`src/rtl/i2s_pkg.sv`:
```
`default_nettype none
`timescale 1ns/1ps
// ============================================================================
// Module      : i2s_pkg
// Description : Shared constants and stereo sample type for the I2S
//               transmitter and receiver.
// Revision    : 1.0 - initial release
// ============================================================================
package i2s_pkg;

  localparam int I2S_DATA_W  = 16;
  localparam int I2S_SLOT_W  = 32;
  localparam int I2S_BCK_DIV = 4;

  // One stereo PCM pair, left channel in the upper half.
  typedef struct packed {
    logic [I2S_DATA_W-1:0] left;
    logic [I2S_DATA_W-1:0] right;
  } i2s_stereo_t;

endpackage
`default_nettype wire

```
`src/rtl/i2s_clk_gen.sv`:
```
`default_nettype none
`timescale 1ns/1ps
// ============================================================================
// Module      : i2s_clk_gen
// Description : Derives BCK and LRCK from MCK. Provides a BCK falling-edge
//               strobe and a frame-load strobe, both valid in the MCK cycle
//               whose closing edge is the event.
// Revision    : 1.0 - initial release
// ============================================================================
module i2s_clk_gen
  import i2s_pkg::*;
#(
  parameter int SLOT_W  = I2S_SLOT_W,
  parameter int BCK_DIV = I2S_BCK_DIV
) (
  input  logic mck_i,
  input  logic rst_i,
  output logic bck_o,
  output logic lrck_o,
  output logic fall_o,
  output logic load_o
);

  localparam int DIV_W = (BCK_DIV > 1) ? $clog2(BCK_DIV) : 1;
  localparam int BIT_W = $clog2(2 * SLOT_W);

  localparam logic [DIV_W-1:0] c_div_last = DIV_W'(BCK_DIV - 1);
  localparam logic [DIV_W-1:0] c_div_half = DIV_W'(BCK_DIV / 2);
  localparam logic [BIT_W-1:0] c_bit_last = BIT_W'(2 * SLOT_W - 1);
  localparam logic [BIT_W-1:0] c_slot     = BIT_W'(SLOT_W);

  logic [DIV_W-1:0] div_cnt_q, div_cnt_d;
  logic [BIT_W-1:0] bit_cnt_q, bit_cnt_d;
  logic             bck_q, bck_d;
  logic             lrck_q, lrck_d;
  logic             w_fall;

  // Divider and bit counter next state; BCK/LRCK are registered from next state.
  always_comb begin
    w_fall    = (div_cnt_q == c_div_last);
    div_cnt_d = w_fall ? '0 : div_cnt_q + 1'b1;
    bit_cnt_d = bit_cnt_q;
    lrck_d    = lrck_q;
    if (w_fall) begin
      bit_cnt_d = (bit_cnt_q == c_bit_last) ? '0 : bit_cnt_q + 1'b1;
      lrck_d    = (bit_cnt_d >= c_slot);
    end
    bck_d  = (div_cnt_d >= c_div_half);
    fall_o = w_fall;
    load_o = w_fall && (bit_cnt_q == c_bit_last);
  end

  // Counter and clock-output registers.
  always_ff @(posedge mck_i or posedge rst_i) begin
    if (rst_i) begin
      div_cnt_q <= '0;
      bit_cnt_q <= c_bit_last;
      bck_q     <= 1'b0;
      lrck_q    <= 1'b1;
    end else begin
      div_cnt_q <= div_cnt_d;
      bit_cnt_q <= bit_cnt_d;
      bck_q     <= bck_d;
      lrck_q    <= lrck_d;
    end
  end

  assign bck_o  = bck_q;
  assign lrck_o = lrck_q;

endmodule
`default_nettype wire

```
`src/rtl/i2s_tx.sv`:
```
`default_nettype none
`timescale 1ns/1ps
// ============================================================================
// Module      : i2s_tx
// Description : I2S master transmitter. One-entry stereo holding buffer fed by
//               a valid/ready handshake, 64-bit frame shifter, MSB first with
//               one BCK delay after each LRCK edge. Empty buffer at a frame
//               start sends zeros and pulses underrun_o.
//               Optional macro I2S_TX_UNDERRUN_CNT_EN adds a saturating
//               16-bit underrun counter output underrun_cnt_o.
// Revision    : 1.0 - initial release
// ============================================================================
module i2s_tx
  import i2s_pkg::*;
#(
  parameter int DATA_W  = I2S_DATA_W,
  parameter int SLOT_W  = I2S_SLOT_W,
  parameter int BCK_DIV = I2S_BCK_DIV
) (
  input  logic              mck_i,
  input  logic              rst_i,
  input  logic [DATA_W-1:0] left_i,
  input  logic [DATA_W-1:0] right_i,
  input  logic              sample_valid_i,
  output logic              sample_ready_o,
  output logic              bck_o,
  output logic              lrck_o,
  output logic              data_o,
  output logic              underrun_o
`ifdef I2S_TX_UNDERRUN_CNT_EN
  ,
  output logic [15:0]       underrun_cnt_o
`endif
);

  localparam int FRAME_W = 2 * SLOT_W;
  localparam int PAD_W   = SLOT_W - DATA_W;

  logic               w_fall;
  logic               w_load;
  logic               w_accept;
  logic [SLOT_W-1:0]  w_left_slot;
  logic [SLOT_W-1:0]  w_right_slot;

  logic               buf_full_q, buf_full_d;
  logic [DATA_W-1:0]  buf_left_q, buf_left_d;
  logic [DATA_W-1:0]  buf_right_q, buf_right_d;
  logic [FRAME_W-1:0] shift_q, shift_d;
  logic               data_q, data_d;
  logic               underrun_q, underrun_d;
`ifdef I2S_TX_UNDERRUN_CNT_EN
  logic [15:0]        ucnt_q, ucnt_d;
`endif

  i2s_clk_gen #(
    .SLOT_W  (SLOT_W),
    .BCK_DIV (BCK_DIV)
  ) u_clk_gen (
    .mck_i  (mck_i),
    .rst_i  (rst_i),
    .bck_o  (bck_o),
    .lrck_o (lrck_o),
    .fall_o (w_fall),
    .load_o (w_load)
  );

  // Buffer, shifter and serial data next state. The shifter MSB at a falling
  // edge is the bit to drive, so at a load edge the outgoing frame's last bit
  // leaves while the new frame is captured.
  always_comb begin
    buf_full_d   = buf_full_q;
    buf_left_d   = buf_left_q;
    buf_right_d  = buf_right_q;
    shift_d      = shift_q;
    data_d       = data_q;
    underrun_d   = 1'b0;
    w_accept     = sample_valid_i && !buf_full_q;
    w_left_slot  = SLOT_W'(buf_left_q) << PAD_W;
    w_right_slot = SLOT_W'(buf_right_q) << PAD_W;

    if (w_fall) begin
      data_d  = shift_q[FRAME_W-1];
      shift_d = {shift_q[FRAME_W-2:0], 1'b0};
    end

    if (w_load) begin
      if (buf_full_q) begin
        shift_d    = {w_left_slot, w_right_slot};
        buf_full_d = 1'b0;
      end else begin
        shift_d    = '0;
        underrun_d = 1'b1;
      end
    end

    // Only reachable when the buffer was empty before this edge, so it never
    // overwrites a pair that the load above is consuming.
    if (w_accept) begin
      buf_full_d  = 1'b1;
      buf_left_d  = left_i;
      buf_right_d = right_i;
    end
  end

`ifdef I2S_TX_UNDERRUN_CNT_EN
  // Saturating underrun counter, bumped on the edge that raises underrun_o.
  always_comb begin
    ucnt_d = ucnt_q;
    if (underrun_d && (ucnt_q != 16'hFFFF)) begin
      ucnt_d = ucnt_q + 16'd1;
    end
  end

  // Underrun counter register.
  always_ff @(posedge mck_i or posedge rst_i) begin
    if (rst_i) begin
      ucnt_q <= '0;
    end else begin
      ucnt_q <= ucnt_d;
    end
  end

  assign underrun_cnt_o = ucnt_q;
`endif

  // Datapath registers; reset discards any buffered pair and the frame.
  always_ff @(posedge mck_i or posedge rst_i) begin
    if (rst_i) begin
      buf_full_q  <= 1'b0;
      buf_left_q  <= '0;
      buf_right_q <= '0;
      shift_q     <= '0;
      data_q      <= 1'b0;
      underrun_q  <= 1'b0;
    end else begin
      buf_full_q  <= buf_full_d;
      buf_left_q  <= buf_left_d;
      buf_right_q <= buf_right_d;
      shift_q     <= shift_d;
      data_q      <= data_d;
      underrun_q  <= underrun_d;
    end
  end

  assign sample_ready_o = !buf_full_q;
  assign data_o         = data_q;
  assign underrun_o     = underrun_q;

endmodule
`default_nettype wire

```
`config.mk`:
```
export PLATFORM = sky130hd
export DESIGN_NAME = i2s_tx
export DESIGN_NICKNAME = d
export VERILOG_FILES = /design/src/rtl/i2s_pkg.sv /design/src/rtl/i2s_clk_gen.sv /design/src/rtl/i2s_tx.sv
export SDC_FILE = /design/constraint.sdc
export NUM_CORES = 1
export LEC_CHECK = 0
export ABC_AREA = 1
export CAP_MARGIN = 20
export CORE_ASPECT_RATIO = 0.8
export CORE_MARGIN = 4
export CORE_UTILIZATION = 45
export CTS_CLUSTER_SIZE = 12
export DETAILED_ROUTE_END_ITERATION = 8
export PLACE_DENSITY = 0.65
export SYNTH_ARGS = -nofsm -noshare
export SYNTH_HDL_FRONTEND = slang
export SYNTH_SLANG_ARGS = --single-unit
```
`constraint.sdc`:
```
create_clock -name mck_i -period 5 [get_ports mck_i]
set_clock_uncertainty 0.2 [all_clocks]
set_input_delay 1.5 -clock mck_i [delete_from_list [all_inputs] [get_ports mck_i]]
set_output_delay 1.5 -clock mck_i [all_outputs]
set_load 0.01 [all_outputs]
```
==> impl_summary.txt <==
----------------------------------------------------
[CTS]
  Number of buffers created by CTS ... 9
  Clock latency on the worst-skew pair ... 0.32 ns
  Clock Tree Buf Depth ... 2
  CTS tree ... yes
  Clock Tree Root ... sky130_fd_sc_hd__clkbuf_16
  Setup bufs post-CTS ... 0
  Clock slew at reported path FFs ... 0.06 ns
  Count of clock tree sinks ... 92
  Count of instances resized after the clock tree is built ... 0
  Hold bufs inserted after CTS ... 0
  H-tree lvl count ... 3

[Power]
  Power density cells ... 299 nW/um^2
  Internal power contribution ... 1.15 mW
  Static leakage ... 2.28 nW
  Power spent charging and discharging nets ... 276 uW
  Net Sw Frac ... 19.4%
  Combinational Power Share ... 3.0%
  Relative contribution of the clock network to total power ... 44.6%
  Fraction of power consumed by sequential logic ... 52.4%
  Worst voltage drop across the vdd grid ... 0.000214 V

[STA]
  Final Max Tran Viols ... 0
  Summed negative setup slack over all endpoints ... 0 ns
  FMAX ... 304 MHz
  Slew at the pin closest to its max-slew limit ... 0.919 ns
  Crit share post-route ... 65.8%
  Final worst-path setup slack ... 1.71 ns
  Headroom to the max-slew limit ... 38.6%
  # setup viols final ... 0
  Unrepaired setup endpoints after global routing ... no
  Final-report hold violation count ... 0
  Final period demand of the worst path ... 3.29 ns

[Setup path]
  Launching element type of the critical path ... flop
  Critical Path AT ... 1.59 ns
  Peak fanout along the critical path ... 35
  Required time at the endpoint of the critical path ... 3.30 ns
  Type of element capturing the critical path ... output pin
  Type of the worst setup path ... flop to output pin

[Routing]
  DRT Pass-1 Iters ... 4
  Via density ... 4.96
  Antenna viol nets, final ... 0
  Average routed wire per standard cell ... 13.8 um
  Count of vias placed by the detailed router ... 2657
  Total Wirelength ... 7420 um
  Post-detailed-route DRC marker count ... 0
  DRC marker count from the first detailed-route iteration ... 305

[Placed design]
  Port Buffer Count ... 39
  Cell area reported after detailed placement ... 4470 sq um
  Final GP Congestion ... 0.710
  Post-DP HPWL ... 4520 um
  Worst setup timing slack at the placement stage ... 1.86 ns

[GRT]
  Pin count of the biggest net entering global routing ... 50
  Total global-route track usage ... 15.0%
  Grt total ovfl ... 0
  Vias in the first global route ... 2603
  First-pass GRT wire length ... 12800 um
  Number of antenna violations at the first check in global routing ... 0

[Die]
  Number of placed I/O pins ... 40
  Chip Height ... 93.2 um
  X dimension of the die ... 114 um
  Die Outline Area ... 10700 sq um
  Number of rows in the core area ... 30
  Core region area ... 8670 sq um
  Initial Util ... 47.1%

[Yosys]
  Flip-flop and latch count after synthesis ... 92
  Combinational family with the most area after synthesis ... simple AND/OR/NAND/NOR gates
  Synth Area in Adders ... 0.613%
  Number of standard cells after synthesis ... 388
  Distinct cell type count of the synthesized netlist ... 28
  Fraction of the mapped netlist area in compound gates ... 2.64%
  Multiplexer share of the synthesized area ... 10.5%
  Post-Synthesis Cell Area ... 4080 sq um
  Post-Synth XOR/XNOR Area ... 0.429%
  Number of warning messages in the yosys log ... 0
  Simple-gate portion of the synthesized area ... 23.7%
  Syn_area_per_cell ... 10.5 sq um
  Mapped Nets ... 425
  Sequential cell area fraction in the yosys report ... 56.6%

[Worst hold path]
  Worst hold path type ... flop to flop

[Cells and area]
  Net count, final ... 456
  Finished layout cell area ... 4750 sq um
  Final core occ ... 54.8%
  Register Area ... 2310 sq um
  Layout filler cell count ... 777
  Share of layout cells above drive strength 1 ... 15.6%
  Footprint of the multi-input gates ... 1550 sq um
  Area growth from synthesis to layout ... 16.5%
  Count of inserted antenna diode cells ... 0

[Run]
  Count of max-cap constraint violations ... 0

[Outcome]
  Outcome ... complete, no violations

----------------------------------------------------
-- synthesized netlist by cell type --
| library cell | n | area [sq um] |
|---|---|---|
| sky130_fd_sc_hd__nand3_2 | 2 | 20.0 |
| sky130_fd_sc_hd__buf_1 | 1 | 3.75 |
| sky130_fd_sc_hd__nor2_8 | 1 | 20.0 |
| sky130_fd_sc_hd__nand2_4 | 1 | 11.3 |
| sky130_fd_sc_hd__inv_2 | 1 | 3.75 |
| sky130_fd_sc_hd__o21ai_1 | 2 | 10.0 |
| sky130_fd_sc_hd__nor2_4 | 1 | 11.3 |
| sky130_fd_sc_hd__inv_4 | 1 | 6.26 |
| sky130_fd_sc_hd__nand2_1 | 128 | 480 |
| sky130_fd_sc_hd__o21ai_0 | 17 | 85.1 |
| sky130_fd_sc_hd__nand3_1 | 33 | 165 |
| sky130_fd_sc_hd__mux2_4 | 18 | 270 |
| sky130_fd_sc_hd__buf_6 | 11 | 124 |
| sky130_fd_sc_hd__inv_1 | 11 | 41.3 |
| sky130_fd_sc_hd__dfstp_2 | 7 | 184 |
| sky130_fd_sc_hd__xnor2_1 | 1 | 8.76 |
| sky130_fd_sc_hd__nand4_1 | 1 | 6.26 |
| sky130_fd_sc_hd__nor2_1 | 4 | 15.0 |
| sky130_fd_sc_hd__o21bai_1 | 1 | 7.51 |
| sky130_fd_sc_hd__xor2_1 | 1 | 8.76 |
| sky130_fd_sc_hd__dfrtp_1 | 85 | 2130 |
| sky130_fd_sc_hd__clkbuf_1 | 10 | 37.5 |
| sky130_fd_sc_hd__mux2_2 | 14 | 158 |
| sky130_fd_sc_hd__nand3b_1 | 31 | 233 |
| sky130_fd_sc_hd__nand2_2 | 1 | 6.26 |
| sky130_fd_sc_hd__a21oi_1 | 1 | 5.00 |
| sky130_fd_sc_hd__buf_4 | 1 | 7.51 |
| sky130_fd_sc_hd__ha_1 | 2 | 25.0 |
-- power groups by stage --
| stage | Combinational (mW) | Sequential, mW | Clock, mW |
|---|---|---|---|
| 2_1_floorplan | 0.0112 | 0.758 | 0 |
| 3_3_place_gp | 0.0434 | 0.758 | 0 |
| 3_5_place_dp | 0.0443 | 0.758 | 0 |
| 4_1_cts | 0.0444 | 0.745 | 0.652 |
| 5_1_grt | 0.0475 | 0.744 | 0.685 |
| 6_report | 0.0427 | 0.745 | 0.634 |
-- cell usage in the layout, fill, tap and decap left out, types with 2 or more instances in the layout --
| master | n |
|---|---|
| sky130_fd_sc_hd__buf_4 | 4 |
| sky130_fd_sc_hd__clkinv_2 | 3 |
| sky130_fd_sc_hd__clkbuf_8 | 3 |
| sky130_fd_sc_hd__mux2_4 | 18 |
| sky130_fd_sc_hd__ha_1 | 2 |
| sky130_fd_sc_hd__nand3_1 | 33 |
| sky130_fd_sc_hd__nor2_1 | 4 |
| sky130_fd_sc_hd__clkbuf_16 | 9 |
| sky130_fd_sc_hd__dfstp_2 | 7 |
| sky130_fd_sc_hd__o21ai_1 | 2 |
| sky130_fd_sc_hd__dfrtp_1 | 85 |
| sky130_fd_sc_hd__clkdlybuf4s50_1 | 39 |
| sky130_fd_sc_hd__mux2_2 | 14 |
| sky130_fd_sc_hd__nand2_1 | 128 |
| sky130_fd_sc_hd__clkbuf_1 | 2 |
| sky130_fd_sc_hd__nand3_2 | 2 |
| sky130_fd_sc_hd__nand3b_1 | 31 |
| sky130_fd_sc_hd__o21ai_0 | 17 |
| sky130_fd_sc_hd__inv_1 | 10 |
-- logic make-up (layout without fill, tap and decap cells) --
group	count (synthesis)	after routing
AOI/OAI and AO/OA	21	21
xor gates and xnor gates	2	2
adders and majority gates	2	2
buffers and inverters	36	72
DFF	92	92
muxes	32	32
and+or+nand+nor	203	203
-- path summary, 6_finish.rpt --
check	startpoint	to	slack (ns)	cells past startpoint
max reg2reg	u_clk_gen.div_cnt_q[0]$_DFF_PP0_	shift_q[29]$_DFFE_PP0P_	2.75	5
max	buf_full_q$_DFFE_PP0P_	sample_ready_o	1.71	3
min in group asynchronous	rst_i	u_clk_gen.bck_o$_DFF_PP0_	1.43	2
min reg2reg	u_clk_gen.div_cnt_q[0]$_DFF_PP0_	u_clk_gen.div_cnt_q[0]$_DFF_PP0_	0.23	1
max in group asynchronous	rst_i	u_clk_gen.bit_cnt_q[3]$_DFFE_PP1P_	2.35	3
min	u_clk_gen.div_cnt_q[0]$_DFF_PP0_	u_clk_gen.div_cnt_q[0]$_DFF_PP0_	0.23	1
-- registers in the layout, indices dropped and copies added, names as in the netlist --
name / count
u_clk_gen.div_cnt_q: 1
buf_full_q: 1
u_clk_gen.bit_cnt_q: 6
u_clk_gen.lrck_o: 1
shift_q: 48
data_o: 1
u_clk_gen.bck_o: 1
underrun_o: 1
buf_left_q: 16
buf_right_q: 16
-- per-stage QoR --
stage | instances | total power, mW | hold WS [ns]
floorplan | 388 | 0.770 | 0.201
global placement | 520 | 0.802 | 0.215
detailed placement | 520 | 0.802 | 0.222
CTS | 536 | 1.44 | 0.231
global route | 536 | 1.48 | 0.255
finish | 536 | 1.42 | 0.227
-- final cells by class --
type | instances | share of cell area [%]
flip-flops and latches | 92 | 48.6
clock inverters | 2 | 0.211
inverters | 13 | 1.11
multi-input cells | 260 | 32.5
clock buffers | 14 | 5.76
repair buffers | 43 | 8.84
well taps | 112 | 2.95
-- critical path, cell delays in order (launching register included) --
cell                              delay [ns]
sky130_fd_sc_hd__dfrtp_1                0.36
sky130_fd_sc_hd__buf_4                  0.25
sky130_fd_sc_hd__inv_4                  0.11
sky130_fd_sc_hd__clkdlybuf4s50_1        0.54
-- layer usage --
metal	vias to the layer above	track usage, %	routed length [um]
met1	1270	22.1	3730
li1	1328	-	-
met2	55	22.0	3320
met3	4	4.66	338
met5	-	0	0
met4	0	2.67	31
Power figures use the tool's default switching activity.
